File: src/rtl/skc_pkg.sv
// Shared definitions for the bit-serial key checker.
//   skc_state_e    : checker FSM states
//   SKC_LFSR_TAPS  : feedback mask for the 16-bit keystream LFSR (taps 16,14,13,11)
//   SKC_KEY_W_DEF  : default key width
//   skc_lfsr_next  : one LFSR step (shift right, feedback into bit 15)
package skc_pkg;

    typedef enum logic [1:0] {
        IDLE = 2'd0,
        BUSY = 2'd1,
        DONE = 2'd2
    } skc_state_e;

    // Tap n of the polynomial corresponds to bit 16-n of the right-shifting register.
    localparam logic [15:0] SKC_LFSR_TAPS = 16'h002D;
    localparam int          SKC_KEY_W_DEF = 16;

    function automatic logic [15:0] skc_lfsr_next(input logic [15:0] s);
        return {^(s & SKC_LFSR_TAPS), s[15:1]};
    endfunction

endpackage

File: src/rtl/skc_lfsr.sv
// Keystream generator: 16-bit Fibonacci LFSR, output bit is q[0].
// Ports:
//   C     in   clock, rising edge
//   R     in   synchronous active-high reset, loads seed
//   load  in   reload seed (start of a new check)
//   step  in   advance one position (a key bit was accepted)
//   seed  in   reload value
//   q     out  current register contents
module skc_lfsr
    import skc_pkg::*;
(
    input  logic        C,
    input  logic        R,
    input  logic        load,
    input  logic        step,
    input  logic [15:0] seed,
    output logic [15:0] q
);

    logic [15:0] lfsr_q;

    always_ff @(posedge C) begin
        if (R || load) begin
            lfsr_q <= seed;
        end else if (step) begin
            lfsr_q <= skc_lfsr_next(lfsr_q);
        end
    end

    assign q = lfsr_q;

endmodule

File: config.mk
export PLATFORM = sky130hd
export DESIGN_NAME = skc_lfsr
export DESIGN_NICKNAME = d
export VERILOG_FILES = /design/src/rtl/skc_pkg.sv /design/src/rtl/skc_lfsr.sv
export SDC_FILE = /design/constraint.sdc
export NUM_CORES = 1
export LEC_CHECK = 0
export ABC_AREA = 0
export BUFFER_PORTS_ARGS = -buffer_cell sky130_fd_sc_hd__buf_2
export CELL_PAD_IN_SITES_DETAIL_PLACEMENT = 0
export CELL_PAD_IN_SITES_GLOBAL_PLACEMENT = 1
export CORE_ASPECT_RATIO = 1.25
export CORE_MARGIN = 2
export CORE_UTILIZATION = 32
export CTS_CLUSTER_SIZE = 8
export DETAILED_ROUTE_END_ITERATION = 6
export GPL_TIMING_DRIVEN = 0
export PLACE_DENSITY = 0.8
export SLEW_MARGIN = 5
export SYNTH_ARGS = -nofsm -noshare
export SYNTH_HDL_FRONTEND = slang
export SYNTH_SLANG_ARGS = --single-unit
File: constraint.sdc
create_clock -name C -period 1.1 [get_ports C]
set_input_delay 0.22 -clock C [delete_from_list [all_inputs] [get_ports C]]
set_output_delay 0.22 -clock C [all_outputs]
set_load 0.05 [all_outputs]
==> flow_summary.yaml <==
status:
  status: "finished with violations"
  violations: "negative setup slack"
clock_tree:
  tritoncts: "yes"
  cts_buffer_depth: 2
  clk_latency_ns: 0.28
  clock-sinks: 16
  hold_buffers: 0
  clk_pin_slew_worst_paths_ns: 0.09
  cts_max_level: 1
  root_buffer: "clkbuf_4"
  cts_made_buffers: 3
yosys:
  synth_top_area_share_pct: 63.8
  yosysSeqAreaShare_pct: 63.8
  syn_area_um2: 753
  synthesis.nets: 59
  synthCells: 39
  synth.most_common_cell: "edfxtp_1"
  synth_seq_cells: 16
  postSynthAreaPerCell_um2: 19.3
  synth_top_area_cell: "edfxtp_1"
  synthArstFlopShare_pct: 0
  ys_top_cells_by_area: "edfxtp_1 64%, mux2_4 16%, mux2_2 10%"
  yosysWarnings: 0
  synth_cell_types: 9
  synth-edff-count: 16
  ys.flop_type: "edfxtp_1"
  synth_commonest_cells: "16 x edfxtp_1, 8 x mux2_4, 7 x mux2_2"
floorplan:
  io_pins: 36
  start_util_pct: 34.1
  core-area_um2: 2210
  die_w_um: 47.4
  num_rows: 19
  die_h_um: 58.2
  dieArea_um2: 2760
critical_path:
  cp_max_fo: 3
  cp_cell_sequence: "buf_6"
  cp-endpoint: "q[5]"
  cp-end-kind: "output port"
  path_depth: 1
  r2r_slack_ns: -0.03
  cp_data_arrival_time_ns: 0.94
  slowest_delay_ns: 0.47
  cp_slowest_cell: "edfxtp_1"
  r2r_end: "q[15]$_DFFE_PP_"
  r2r_start: "q[5]$_DFFE_PP_"
  reg2reg_depth: 3
  crit_required_ns: 0.88
  path_buf_inv: 1
  cp-startpoint: "q[5]$_DFFE_PP_"
  cp-start-kind: "flip-flop"
  critPathKind: "reg2out"
  path_delay_family: "flip-flops"
detailed_routing:
  drt_iter0_drc: 1
  routed_wl_um: 1360
  wl_per_cell_um: 11.6
  drcViolationCount: 0
  dr.pass1.iters: 2
  via_count: 504
  via_per_inst: 4.31
  antenna_left: 0
placed_design:
  post_dp_cell_area_um2: 990
  dp.cells: 105
  gp_congestion: 0.640
  port_buffers: 35
  place_hpwl_um: 947
global_routing:
  grt_pass1_vias: 523
  antenna_found_initial: 0
  grt.total_usage_pct: 10.9
  grt_max_degree: 17
  grt_pass1_wl_um: 2100
  grt_overflow: 0
finish:
  antennaDiodeCount: 0
  final_area_um2: 1180
  finish.utilization_pct: 53.2
  largest_register_ffs: 16
  final_nets: 107
  ff_latch_area_um2: 480
  fill_cells: 205
  multiInputGateArea_um2: 275
  synthToLayoutAreaGrowth_pct: 56.1
  layout.cells.non_filler: 117
  drive_above_1_share_pct: 74.4
sta:
  min_period_ns: 1.16
  drv_slew: 0
  tns_ns: -0.176
  timing.final.crit_share_pct: 106
  worst_slack_ns: -0.0614
  final_hold_viol_count: 0
  setup_violations: 7
  relSlewSlack_pct: 85.8
  max_freq_ghz: 0.861
  max_slew.worst_pin.slew_ns: 0.213
  rsz0062_at_grt: "yes"
  fin_skew_ns: 0.00269
pwr:
  ir_worst_vdd_uv: 837
  powerDensity_nw_per_um2: 1420
  leakage_nw: 0.521
job:
  maxCapViolations: 0
hold_path:
  worstHoldPathType: "in2reg"
cell usage in the layout, fill, tap and decap left out, types with 2 or more instances in the layout:
cell type / Yosys / final
buf_6: 0 / 16
buf_4: 0 / 8
edfxtp_1: 16 / 16
clkbuf_4: 0 / 3
mux2_2: 7 / 2
xnor2_1: 3 / 3
mux2_4: 8 / 13
buf_2: 0 / 19
report_power, final:
| group | switching, mW | leakage [nW] | internal (mW) |
|---|---|---|---|
| registers | 0.0504 | 0.166 | 0.748 |
| logic | 0.302 | 0.340 | 0.259 |
| clock network | 0.176 | 0.0154 | 0.131 |
layout make-up:
class | count | area share (%)
sequential | 16 | 40.9
timing repair buffer | 43 | 28.5
multi-input combinational | 22 | 23.4
tap | 31 | 3.30
clock buffer | 3 | 1.91
buffer | 1 | 1.70
clock inverter | 1 | 0.319
worst min path at each step:
stage | from | endpoint | slack, ns | cells after the start
floorplan | seed[10] | q[10]$_DFFE_PP_ | 0.44 | 1
global placement | seed[11] | q[11]$_DFFE_PP_ | 0.52 | 2
detailed placement | seed[13] | q[13]$_DFFE_PP_ | 0.53 | 2
CTS | seed[13] | q[13]$_DFFE_PP_ | 0.22 | 2
global route | seed[2] | q[2]$_DFFE_PP_ | 0.21 | 2
finish | seed[14] | q[14]$_DFFE_PP_ | 0.24 | 2
metal layers:
layer / track usage [%] / part of all wire (%) / vias up
met2: 16.2 / 49 / 22
met1: 14.6 / 45 / 235
li1: - / - / 247
met4: 4.76 / 0 / 0
met5: 0 / 0 / -
met3: 2.80 / 5.4 / 0
logic make-up (layout without fill, tap and decap cells):
logic type,count (synthesis),after routing,share of synthesized area [%]
mux,15,15,26.4
xor+xnor,3,3,3.49
compound gates,1,1,0.664
flops,16,16,63.8
buf+inv,1,48,2.66
simple gates,3,3,2.99
stage by stage:
stage | setup WS, ns | hold slack (ns) | power [mW]
after floorplan | -0.223 | 0.438 | 1.15
after global placement | -0.289 | 0.520 | 1.25
after detailed placement | -0.303 | 0.526 | 1.26
after CTS | -0.0746 | 0.220 | 1.67
after global routing | -0.107 | 0.211 | 1.75
final | -0.0614 | 0.236 | 1.67
timing repair:
item | 4_1_cts | 5_1_grt
setup buffers | 1 | 7
pin swaps | 2 | 2
endpoints found under the setup margin | 17 | 23
gates resized for setup | 32 | 0
Power figures use the tool's default switching activity.
